$ cat config.mk
export PLATFORM = sky130hd
export DESIGN_NAME = dma_xfer_down_counter
export DESIGN_NICKNAME = d
export VERILOG_FILES = /design/src/rtl/dma_xfer_down_counter.sv
export SDC_FILE = /design/constraint.sdc
export NUM_CORES = 1
export LEC_CHECK = 0
export ABC_AREA = 1
export BUFFER_PORTS_ARGS = -buffer_cell sky130_fd_sc_hd__buf_2
export CAP_MARGIN = 20
export CORE_MARGIN = 3
export CORE_UTILIZATION = 56
export CTS_CLUSTER_SIZE = 20
export DETAILED_ROUTE_END_ITERATION = 10
export PLACE_DENSITY_LB_ADDON = 0.15
export REMOVE_ABC_BUFFERS = 1
export SLEW_MARGIN = 0
export SYNTH_ARGS = -nofsm -noshare
export SYNTH_HDL_FRONTEND = slang
export SYNTH_SLANG_ARGS = --single-unit
$ cat constraint.sdc
create_clock -name clk -period 2.5 [get_ports clk]
set_clock_uncertainty 0.2 [all_clocks]
set_input_delay 0.375 -clock clk [delete_from_list [all_inputs] [get_ports clk]]
set_output_delay 0.375 -clock clk [all_outputs]
set_load 0.02 [all_outputs]
$ cat src/rtl/dma_xfer_down_counter.sv
// DMA transfer-length tracker: loads start address and word count, counts acknowledged beats down.
// Optional DMA_XFER_AUTORELOAD_EN: shadow registers restart the same transfer after each completion.
module dma_xfer_down_counter #(
    parameter int unsigned L    = 16,
    parameter int unsigned A    = 16,
    parameter int unsigned STEP = 2
) (
    input  logic         clk,
    input  logic         rst,
    input  logic         start,
    input  logic         abort,
    input  logic [A-1:0] addr_in,
    input  logic [L-1:0] len_in,
    input  logic         xfer_ack,
    output logic         busy,
    output logic         done,
    output logic         last,
    output logic [L-1:0] remaining,
    output logic [A-1:0] addr_out
);

    localparam logic [L-1:0] ONE_L  = L'(1);
    localparam logic [A-1:0] STEP_A = A'(STEP);

    typedef enum logic [1:0] {
        S_IDLE,
        S_BUSY,
        S_DONE
    } state_t;

    state_t       state, state_nxt;
    logic [L-1:0] rem_q, rem_nxt;
    logic [A-1:0] addr_q, addr_nxt;

`ifdef DMA_XFER_AUTORELOAD_EN
    logic [L-1:0] shadow_len_q, shadow_len_nxt;
    logic [A-1:0] shadow_addr_q, shadow_addr_nxt;
`endif

    always_ff @(posedge clk) begin
        if (rst) begin
            state  <= S_IDLE;
            rem_q  <= '0;
            addr_q <= '0;
`ifdef DMA_XFER_AUTORELOAD_EN
            shadow_len_q  <= '0;
            shadow_addr_q <= '0;
`endif
        end else begin
            state  <= state_nxt;
            rem_q  <= rem_nxt;
            addr_q <= addr_nxt;
`ifdef DMA_XFER_AUTORELOAD_EN
            shadow_len_q  <= shadow_len_nxt;
            shadow_addr_q <= shadow_addr_nxt;
`endif
        end
    end

    always_comb begin
        state_nxt = state;
        rem_nxt   = rem_q;
        addr_nxt  = addr_q;
`ifdef DMA_XFER_AUTORELOAD_EN
        shadow_len_nxt  = shadow_len_q;
        shadow_addr_nxt = shadow_addr_q;
`endif
        case (state)
            S_IDLE: begin
                if (start) begin
                    addr_nxt = addr_in;
`ifdef DMA_XFER_AUTORELOAD_EN
                    shadow_len_nxt  = len_in;
                    shadow_addr_nxt = addr_in;
`endif
                    if (len_in != '0) begin
                        rem_nxt   = len_in;
                        state_nxt = S_BUSY;
                    end else begin
                        rem_nxt   = '0;
                        state_nxt = S_DONE;
                    end
                end
            end
            S_BUSY: begin
                // abort has priority: the concurrent ack is dropped
                if (abort) begin
                    state_nxt = S_IDLE;
                end else if (xfer_ack) begin
                    rem_nxt  = rem_q - ONE_L;
                    addr_nxt = addr_q + STEP_A;
                    if (rem_q == ONE_L) begin
                        state_nxt = S_DONE;
                    end
                end
            end
            S_DONE: begin
`ifdef DMA_XFER_AUTORELOAD_EN
                // a zero-length load never loops
                if (abort || shadow_len_q == '0) begin
                    state_nxt = S_IDLE;
                end else begin
                    rem_nxt   = shadow_len_q;
                    addr_nxt  = shadow_addr_q;
                    state_nxt = S_BUSY;
                end
`else
                state_nxt = S_IDLE;
`endif
            end
            default: state_nxt = S_IDLE;
        endcase
    end

    assign busy      = (state == S_BUSY);
    assign done      = (state == S_DONE);
    assign last      = busy && (rem_q == ONE_L);
    assign remaining = rem_q;
    assign addr_out  = addr_q;

endmodule

After elaboration in Yosys (flattened, before gate mapping):

Index checks and enable logic that the tools add are counted.

* register bits: 34
* latch bits: 0
* RAM bits: 0
* ROM bits: 0
* bits of input ports: 37
* output and inout bits: 35
* word-level logic and storage cells: 34
* memories kept: 0

* $add $sub $neg: 2
* multiply operators: 0
* div/mod/pow operators: 0
* magnitude comparators: 0
* eq/ne operators: 8
* shift-type cells: 0
* multiplexer cells: 15
* bitwise operators: 0
* reduce and logical (&&, ||, !) cells: 6

Operator list (number)
* $mux W16: 7
* $pmux W16 S2: 2
* $add A16 B2 Y16 const B: 1
* $eq A16 B1 Y1 const B: 1
* $reduce_bool A16 Y1: 1
* $sub A16 B1 Y16 const B: 1
* $mux W2: 5
* $ne A2 B2 Y1 const B: 3
* $pmux W2 S2: 1
* $reduce_and A4 Y1: 1
* $ne A3 B2 Y1 const B: 1
* $ne A3 B3 Y1 const B: 1
* $reduce_and A3 Y1: 1
* $eq A2 B1 Y1 const B: 1
* $eq A2 B2 Y1 const B: 1
* $logic_not A2 Y1: 1
* $reduce_bool A2 Y1: 1
* $logic_and A1 B1 Y1: 1

Longest topological paths before layout:

Gate-level depths: netlist of run 1.

* depth after elaboration: 5
* depth in mapped cells: 11
* mapped depth without buffers: 11

Worst setup path before layout of run 1:

Ideal clock, no wire load.

* path type: reg-to-output
* start: register rem_q[7], in the netlist remaining[7]
* end: output last
* data arrival time: 1.285 ns
* data required time: 1.925 ns
* setup slack: 0.640 ns
* cell stages (with the launch flop): 6
* buffers on the path: 0
* cells stage by stage: dfxtp_1 nor2_1 nand2_1 inv_1 nand4_1 nor3_1

* word-level cells in the longest chain between the ends: 2

Ends and longest elaborated chain
* start, declared: RTL line 32 `logic [L-1:0] rem_q, rem_nxt;`
* start signal, assigned: RTL line 51 `rem_q <= rem_nxt;`
* $eq A16 B1 Y1: RTL line 117 `assign last = busy && (rem_q == ONE_L);`
* $logic_and A1 B1 Y1: RTL line 117
* end, declared: RTL line 17 `output logic last,`

No other way between the ends.

Final worst setup path of run 1:

* start: register state[0]
* end: output busy

* word-level cells in the longest chain between the ends: 1

Ends and longest elaborated chain
* start, declared: RTL line 31 `state_t state, state_nxt;`
* start signal, assigned: RTL line 50 `state <= state_nxt;`
* $eq A2 B1 Y1: RTL line 115 `assign busy = (state == S_BUSY);`
* end, declared: RTL line 15 `output logic busy,`

No other way between the ends.

==> results of run 1 <==
per-stage QoR:
stage / util (%) / area, µm² / std cells / power [mW] / hold WS (ps)
2_1_floorplan: - / 2290 / 398 / 1.21 / 244
3_3_place_gp: 67.5 / 2740 / 523 / 1.43 / 266
3_5_place_dp: 67.5 / 2740 / 523 / 1.44 / 285
4_1_cts: 69.6 / 2820 / 529 / 1.85 / 130
5_1_grt: 69.6 / 2820 / 529 / 1.98 / 164
6_report: 69.6 / 2820 / 529 / 1.84 / 134
area by class of cell:
cell class / count / area (µm²) / share of cell area (%)
multi-input cells: 320 / 1450 / 51.2
flip-flops and latches: 34 / 681 / 24.1
repair buffers: 75 / 385 / 13.7
inverters: 44 / 165 / 5.85
clock buffers: 6 / 82.6 / 2.93
well taps: 50 / 62.6 / 2.22
layer usage:
layer,track usage [%],share of wire (%),vias to the layer above
met3,5.05,8.2,14
met4,11.5,2.3,0
met1,33.8,43,1236
met5,0,0,-
met2,42.3,47,118
li1,-,-,1457
state kept, by name, summed over array words and instances, names as in the netlist:
name / count
addr_out: 16
remaining: 16
state: 2
power by group through the flow:
stage | combinational, mW | clock, mW | sequential (mW)
2_1_floorplan | 0.432 | 0 | 0.779
5_1_grt | 0.829 | 0.437 | 0.718
4_1_cts | 0.730 | 0.418 | 0.703
6_report | 0.731 | 0.408 | 0.704
3_3_place_gp | 0.716 | 0 | 0.712
3_5_place_dp | 0.727 | 0 | 0.714
cell families (layout without fill, tap and decap cells):
family,count (synthesis),in the layout,synth area share (%)
and+or+nand+nor,239,239,41.6
xor gates and xnor gates,2,2,0.732
AOI/OAI and AO/OA,76,76,16.5
DFF,34,34,28.4
buffers and inverters,60,125,11.2
adders and majority gates,3,3,1.57
worst max path at each step:
| stage | from | end | slack, ps | depth (start not counted) |
|---|---|---|---|---|
| floorplan | state[0] | addr_out[9] | 360 | 9 |
| global placement | state[0] | remaining[6] | 580 | 9 |
| detailed placement | state[0] | remaining[6] | 520 | 9 |
| CTS | state[0] | busy | 360 | 4 |
| global route | remaining[7] | last | 230 | 6 |
| finish | state[0] | busy | 370 | 4 |
synthesized netlist by cell type (all sizes together):
cell | instances | area [µm²]
o211ai | 1 | 7.51
o21ai | 35 | 175
nor2 | 75 | 310
clkbuf | 6 | 22.5
inv | 44 | 165
ha | 3 | 37.5
a211oi | 1 | 12.5
xor2 | 2 | 17.5
a31oi | 3 | 18.8
nand2 | 120 | 453
nor3 | 4 | 20.0
buf | 10 | 80.1
dfxtp | 34 | 681
nand4 | 9 | 56.3
a21oi | 36 | 180
nand3 | 29 | 145
and2 | 1 | 6.26
or2 | 1 | 6.26
critical path, delay by kind of cell (launching register included):
kind / cells / cell delay [ps]
buf+inv: 3 / 610
flops: 1 / 400
simple gates: 1 / 250
==> reports/summary.md, run 1 <==
- status: completed
- antenna cells: 0
- pin count of the biggest net entering global routing: 35
- Fin Setup TNS: 0 ps
- final RePlAce weighted congestion: 0.912
- total number of yosys warnings: 0
- Least-Margin Pin Slew: 550 ps
- antenna viol nets, final: 0
- worst path arrival time: 1560 ps
- placeable core region: 4060 µm²
- number of levels in the clock H-tree: 2
- DRC errors left: 0
- via count of the first global-routing pass: 2511
- number of stages on the worst hold path: 3
- Layout Nets: 520
- Sinks on Clock Net: 34
- sink of the worst hold path: addr_out[3]
- Layout fillers: 391
- Post-Syn Area: 2390 µm²
- CP peak stage delay: 400 ps
- area growth from synthesis to layout: 17.9%
- smallest setup slack after layout: 367 ps
- highest net fanout along the worst path: 23
- initial standard-cell utilization of the core: 59.0%
- logic gate share of total power: 39.7%
- via-per-instance ratio: 5.34
- clock transition at the registers of the reported paths: 70 ps
- antenna violations before repair: 0
- Max-cap violations: 0
- Pins Over Slew Limit: 0
- Pre-antenna DRT Iters: 4
- wire length reported by the detailed router: 6440 µm
- portion of the post-synthesis area used by sequential elements: 28.4%
- number of instances in the synthesized netlist: 414
- vias after detailed routing: 2825
- Reg power frac: 38.2%
- post-CTS setup-driven buffer insertion count: 0
- final hold violation count: 0
- Max Fclk: 469 MHz
- critical-path cell list: inv_2 > nor2_8 > buf_4 > buf_2
- row count: 23
- startpoint of the lowest-slack hold path: addr_in[3]
- wire length of the first global-routing pass: 10900 µm
- most used cells in the layout excluding fill and tap cells: nand2_1, nor2_1, buf_2, inv_1, a21oi_1
- worst slack, placed: 519 ps
- Global Route Usage Sum: 26.2%
- # IOs: 72
- element type at the critical path end: output pin
- grt total ovfl: 0
- root buffer cell: clkbuf_8
- internal cell power: 1.08 mW
- fraction of final layout cells with drive strength greater than 1: 18.8%
- worst ir drop on vdd: 0.000329 V
- flop2flop setup slack: 480 ps
- kind of start point of the critical path: register
- Tightest Hold Check Type: primary input to register
- Slew headroom: 63.3%
- depth of the worst register-to-register path: 9
- terminus of the critical flop-to-flop path: remaining[6]
- number of synthesized register bits: 34
- Detailed Route Iter0 Violations: 256
- worst flop-to-flop path startpoint: state[0]
- switching power of the nets: 0.768 mW
- Die Y-Extent: 71.4 µm
- Worst Setup Path Type: register to output pin
- most frequent standard cell in the layout excluding fill and tap cells: nand2_1
- clock tree buffer depth: 2
- Post-CTS Resized: 0
- Data required, critical path: 1920 ps
- switching power share of the total: 41.6%
- TritonCTS clock tree: yes
- number of distinct standard cells referenced by the synthesized netlist: 26
- Num CTS Buffers: 5
- clock network fraction of design power: 22.1%
- average routed wire per standard cell: 12.2 µm
- port buffer count: 71
- die area: 5100 µm²
- quantity of hold-fixing buffers added after cts: 0
- Crit-path slowest cell: dfxtp_1
- width of the die: 71.4 µm
- final cycle utilization of the critical path: 85.3%
- post-layout minimum cycle time: 2130 ps
- DP HPWL: 4650 µm
- synthesized area per cell: 5.78 µm²
- Skew-Pair Late Insertion Delay: 290 ps
- Pwr per Cell Area: 653 nW/µm²
- leakage power of the design: 1.39 nW
- setup-violating endpoint count in the final report: 0
- setup repair after global routing missed its margin: false
Note: power is estimated with default switching activity, not from simulation.
==> run 2: changes to the inputs <==
--- a/config.mk
+++ b/config.mk
@@ -9,7 +9,7 @@
 export BUFFER_PORTS_ARGS = -buffer_cell sky130_fd_sc_hd__buf_2
 export CAP_MARGIN = 20
 export CORE_MARGIN = 3
-export CORE_UTILIZATION = 56
+export CORE_UTILIZATION = 30
 export CTS_CLUSTER_SIZE = 20
 export DETAILED_ROUTE_END_ITERATION = 10
 export PLACE_DENSITY_LB_ADDON = 0.15
==> run 2 against run 1 <==
Compared with the run above: cell area grew 3.0%; non-clock buffer count did not move; combinational power is 1% higher; count of clock-buffer cells in the layout grew 1; flip-flop and latch count unchanged; routed wire length is 15% higher; global-route usage is 8.9 points lower; critical endpoint is now last; largest power group unchanged; highest routed layer unchanged.
==> reports/summary.md, run 2 (synthesis gave the netlist of run 1 again) <==
- Data required, critical path: 1920 ps, about the same
- # IOs: 72, unchanged
- DRC errors left: 0, unchanged
- final RePlAce weighted congestion: 0.833, -8.6%
- Post-CTS Resized: 0, unchanged
- most frequent standard cell in the layout excluding fill and tap cells: nand2_1
- clock tree buffer depth: 2, unchanged
- worst ir drop on vdd: 0.000254 V, -23%
- worst path arrival time: 1530 ps, -30 ps
- post-layout minimum cycle time: 2110 ps, -27.7 ps
- via count of the first global-routing pass: 2643, +5.3%
- average routed wire per standard cell: 12.7 µm, +4.7%
- Die Y-Extent: 95.3 µm, +34%
- Max Fclk: 475 MHz, +1.3%
- Tightest Hold Check Type: primary input to register
- smallest setup slack after layout: 395 ps, +27.7 ps
- Pins Over Slew Limit: 0, unchanged
- setup repair after global routing missed its margin: false
- wire length reported by the detailed router: 7390 µm, +15%
- quantity of hold-fixing buffers added after cts: 0, unchanged
- fraction of final layout cells with drive strength greater than 1: 18.7%, -0.078 points
- status: completed
- element type at the critical path end: output pin
- DP HPWL: 5310 µm, +14%
- root buffer cell: clkbuf_8
- highest net fanout along the worst path: 5, -78%
- Fin Setup TNS: 0 ps, unchanged
- port buffer count: 71, unchanged
- number of levels in the clock H-tree: 2, unchanged
- clock transition at the registers of the reported paths: 80 ps, about the same
- Worst Setup Path Type: register to output pin
- antenna viol nets, final: 0, unchanged
- most used cells in the layout excluding fill and tap cells: nand2_1, nor2_1, buf_2, inv_1, a21oi_1
- area growth from synthesis to layout: 21.4%
- Layout Nets: 520, unchanged
- post-CTS setup-driven buffer insertion count: 0, unchanged
- Pre-antenna DRT Iters: 4, unchanged
- worst slack, placed: 533 ps, +13.7 ps
- wire length of the first global-routing pass: 12300 µm, +13%
- final hold violation count: 0, unchanged
- Detailed Route Iter0 Violations: 70, -73%
- final cycle utilization of the critical path: 84.2%, -1.1 points
- antenna violations before repair: 0, unchanged
- Max-cap violations: 0, unchanged
- TritonCTS clock tree: yes
- vias after detailed routing: 2799, -0.92%
- antenna cells: 0, unchanged
- Least-Margin Pin Slew: 577 ps, +26.9 ps
- setup-violating endpoint count in the final report: 0, unchanged
- grt total ovfl: 0, unchanged
- die area: 9090 µm², +78%
- Global Route Usage Sum: 17.3%, -8.9 points
- Pwr per Cell Area: 677 nW/µm², +3.7%
- kind of start point of the critical path: register
- width of the die: 95.3 µm, +34%
- Slew headroom: 61.5%, -1.8 points
- Num CTS Buffers: 5, unchanged
- row count: 31, +35%
- initial standard-cell utilization of the core: 32.0%, -27 points
- Skew-Pair Late Insertion Delay: 300 ps, about the same
- pin count of the biggest net entering global routing: 35, unchanged
- via-per-instance ratio: 4.83, -9.6%
- placeable core region: 7490 µm², +84%
- Sinks on Clock Net: 34, unchanged
- leakage power of the design: 1.40 nW, +0.73%
==> run 2: changes by cell type in the layout (fill, tap and decap cells not counted) <==
cell | previous run | this run
clkbuf_1 | 0 | 2
bufinv_16 | 0 | 1
clkbuf_8 | 6 | 5
==> run 2: metal layers <==
metal	global-route usage, %	up-vias	part of all wire (%)
li1	-	1458	-
met1	21.4	1256	46
met2	29.7	73	46
met3	3.79	12	6.2
met4	5.53	0	1.4
met5	0	-	0
==> run 2: path summary, 6_finish.rpt <==
path	start	endpoint	slack [ps]	cells after the start
worst max-delay path	remaining[7]	last	390	6
worst min-delay path	addr_in[3]	addr_out[3]	130	3
worst max register to register	state[0]	addr_out[9]	530	9
worst min register to register	addr_out[5]	addr_out[5]	290	2
==> run 2: area by class of cell <==
type	count	area [µm²]
fill	868	4580
multi-input combinational	320	1450
sequential	34	681
timing repair buffer	75	385
inverter	44	165
tap	99	124
clock buffer	7	76.3
clock inverter	1	30.0
==> run 2: critical path, cell delays in order (launching register included) <==
cell and delay [ps]:
dfxtp_1 350, nor2_1 220, nand2_1 90, inv_1 130
nand4_1 100, nor3_1 150, buf_2 190
==> run 2: stage by stage <==
stage	instances	instance area (µm²)	util, %	hold WS, ps	power, mW
CTS	580	2910	38.8	126	1.99
global placement	572	2800	37.4	271	1.45
global route	580	2910	38.8	139	2.13
floorplan	398	2290	-	244	1.21
detailed placement	572	2800	37.4	277	1.46
finish	580	2910	38.8	132	1.97
==> run 2: where the power goes <==
| group | leakage, nW | total [mW] | internal (mW) | switching [mW] |
|---|---|---|---|---|
| Combinational | 1.07 | 0.741 | 0.252 | 0.489 |
| Sequential | 0.280 | 0.704 | 0.612 | 0.0923 |
| Clock | 0.0524 | 0.524 | 0.299 | 0.225 |
| Total | 1.40 | 1.97 | 1.16 | 0.807 |
==> run 3: changes to the inputs <==
==> constraint.sdc (replaced) <==
create_clock -name clk -period 2 [get_ports clk]
set_clock_uncertainty 0.2 [all_clocks]
set_input_delay 0.3 -clock clk [delete_from_list [all_inputs] [get_ports clk]]
set_output_delay 0.3 -clock clk [all_outputs]
set_load 0.02 [all_outputs]
==> run 3 against run 2 <==
Compared with the run above: worst setup slack worse by 280 ps; via count is 1.1% lower; total power is 19% higher; die area stayed put; global-route usage is 0.57 points lower; count of clock-buffer cells in the layout stayed put; critical path type unchanged; critical endpoint unchanged.
==> reports/summary.md, run 3 (synthesis gave the netlist of run 1 again) <==
- wire length of the first global-routing pass: 11900 µm, -3.5%
- depth of the worst register-to-register path: 11, +2
- startpoint of the lowest-slack hold path: addr_in[0]
- flip-flop and latch area: 681 µm², unchanged
- Tightest Hold Check Type: primary input to register
- via-per-instance ratio: 4.74, -1.8%
- Sinks on Clock Net: 34, unchanged
- root buffer cell: clkbuf_8
- final hold violation count: 0, unchanged
- critical-path cell list: inv_1 > ha_1 > nand4_1 > nor3_2 > buf_2
- antenna viol nets, final: 0, unchanged
- setup repair after global routing missed its margin: false
- most frequent standard cell in the layout excluding fill and tap cells: nand2_1
- quantity of hold-fixing buffers added after cts: 0, unchanged
- final cycle utilization of the critical path: 94.5%
- terminus of the critical flop-to-flop path: remaining[12]
- Placed Instances: 577, +0.87%
- sink of the worst hold path: addr_out[0]
- area growth from synthesis to layout: 23.6%
- Post-CTS Resized: 0, unchanged
- Pins Over Slew Limit: 0, unchanged
- via count of the first global-routing pass: 2518, -4.7%
- multi-input logic area: 1460 µm², +1.0%
- status: completed
- Crit-path slowest cell: dfxtp_1
- setup-violating endpoint count in the final report: 0, unchanged
- average routed wire per standard cell: 12.7 µm, -0.46%
- Num CTS Buffers: 5, unchanged
- # IOs: 72, unchanged
- width of the die: 95.3 µm, unchanged
- highest net fanout along the worst path: 3, -2
- Pre-antenna DRT Iters: 4, unchanged
- vias after detailed routing: 2768, -1.1%
- cell type group with the largest total delay on the critical path: flip-flops
- Layout Nets: 525, +0.96%
- post-CTS setup-driven buffer insertion count: 0, unchanged
- placeable core region: 7490 µm², unchanged
- Slew headroom: 60.1%, -1.3 points
- antenna cells: 0, unchanged
- Skew-Pair Late Insertion Delay: 290 ps, about the same
- number of buffers and inverters on the critical path: 2, unchanged
- smallest setup slack after layout: 110 ps, -285 ps
- most used cells in the layout excluding fill and tap cells: nand2_1, buf_2, nor2_1, inv_1, a21oi_1
- DRC errors left: 0, unchanged
- Pwr per Cell Area: 795 nW/µm², +17%
- die area: 9090 µm², unchanged
- worst path arrival time: 1390 ps, -140 ps
- Worst Setup Path Type: register to output pin
- final RePlAce weighted congestion: 0.821, -1.5%
- leakage power of the design: 1.42 nW, +1.5%
- Global Route Usage Sum: 16.7%, -0.57 points
- worst flop-to-flop path startpoint: remaining[0]
- number of levels in the clock H-tree: 2, unchanged
- post-layout minimum cycle time: 1890 ps
- DP HPWL: 5460 µm, +2.8%
- number of stages on the worst hold path: 3, unchanged
- Max-cap violations: 0, unchanged
- TritonCTS clock tree: yes
- pin count of the biggest net entering global routing: 35, unchanged
- worst slack, placed: 165 ps, -368 ps
- Least-Margin Pin Slew: 598 ps, +20.4 ps
- kind of start point of the critical path: register
- Post-Layout Cell Count: 584, +0.69%
- port buffer count: 71, unchanged
- initial standard-cell utilization of the core: 32.0%, unchanged
- Detailed Route Iter0 Violations: 55, -21%
- CP peak stage delay: 320 ps, -30 ps
- flop2flop setup slack: 240 ps, -290 ps
- Max Fclk: 529 MHz
- clock tree buffer depth: 2, unchanged
- final standard cell area without fillers: 2960 µm², +1.8%
- Placement Cell Area: 2860 µm², +2.2%
- row count: 31, unchanged
- clock transition at the registers of the reported paths: 70 ps, about the same
- Data required, critical path: 1500 ps, -420 ps
- grt total ovfl: 0, unchanged
- element type at the critical path end: output pin
- Layout fillers: 859, -1.0%
- Die Y-Extent: 95.3 µm, unchanged
- worst ir drop on vdd: 0.000286 V, +13%
- antenna violations before repair: 0, unchanged
- fraction of final layout cells with drive strength greater than 1: 20.6%, +1.9 points
- wire length reported by the detailed router: 7400 µm, +0.23%
==> run 3: layout make-up <==
type / count / share of cell area [%]
flip-flops and latches: 34 / 23.0
inverters: 44 / 5.58
multi-input cells: 320 / 49.4
well taps: 99 / 4.19
repair buffers: 80 / 15.3
clock buffers: 7 / 2.58
==> run 3: routing by layer <==
metal / GRT usage (%) / vias to the layer above / part of all wire (%) / routed length, µm
met5: 0 / - / 0 / 0
met4: 4.57 / 0 / 1.0 / 75
met3: 3.63 / 9 / 6.4 / 471
met2: 28.3 / 70 / 46 / 3390
met1: 21.4 / 1225 / 47 / 3470
li1: - / 1464 / - / -
==> run 3: worst max path at each step <==
stage / from / end / depth (start not counted)
2_1_floorplan: state[0] / addr_out[9] / 9
3_3_place_gp: remaining[0] / remaining[12] / 11
3_5_place_dp: remaining[0] / remaining[12] / 11
4_1_cts: remaining[8] / last / 6
5_1_grt: remaining[1] / last / 5
6_report: remaining[1] / last / 5
==> run 3: per-stage QoR <==
| step | setup TNS (ps) | utilization [%] | hold WS [ps] | power [mW] |
|---|---|---|---|---|
| 2_1_floorplan | -1520 | - | 169 | 1.51 |
| 3_3_place_gp | 0 | 38.3 | 268 | 1.86 |
| 3_5_place_dp | 0 | 38.3 | 271 | 1.86 |
| 4_1_cts | 0 | 39.3 | 59.7 | 2.37 |
| 5_1_grt | 0 | 39.5 | 71.5 | 2.55 |
| 6_report | 0 | 39.5 | 58.5 | 2.35 |
==> run 3: where the power goes <==
part / leakage [nW] / internal, mW / total, mW / switching, mW
clock: 0.0383 / 0.240 / 0.501 / 0.261
combinational: 1.11 / 0.346 / 0.974 / 0.627
sequential: 0.280 / 0.765 / 0.879 / 0.113
total: 1.42 / 1.35 / 2.35 / 1.00
==> run 3: worst reg2reg max path, cell delays in order (launching register included) <==
cell and delay, ps:
dfxtp_1 340, inv_1 150, ha_2 250, inv_1 50, nor2_1 90, nand2_1 90, nor2_2 180, nand4_1 110
nand2_1 70, nand2_1 40, nand2_1 60, nor2_1 50
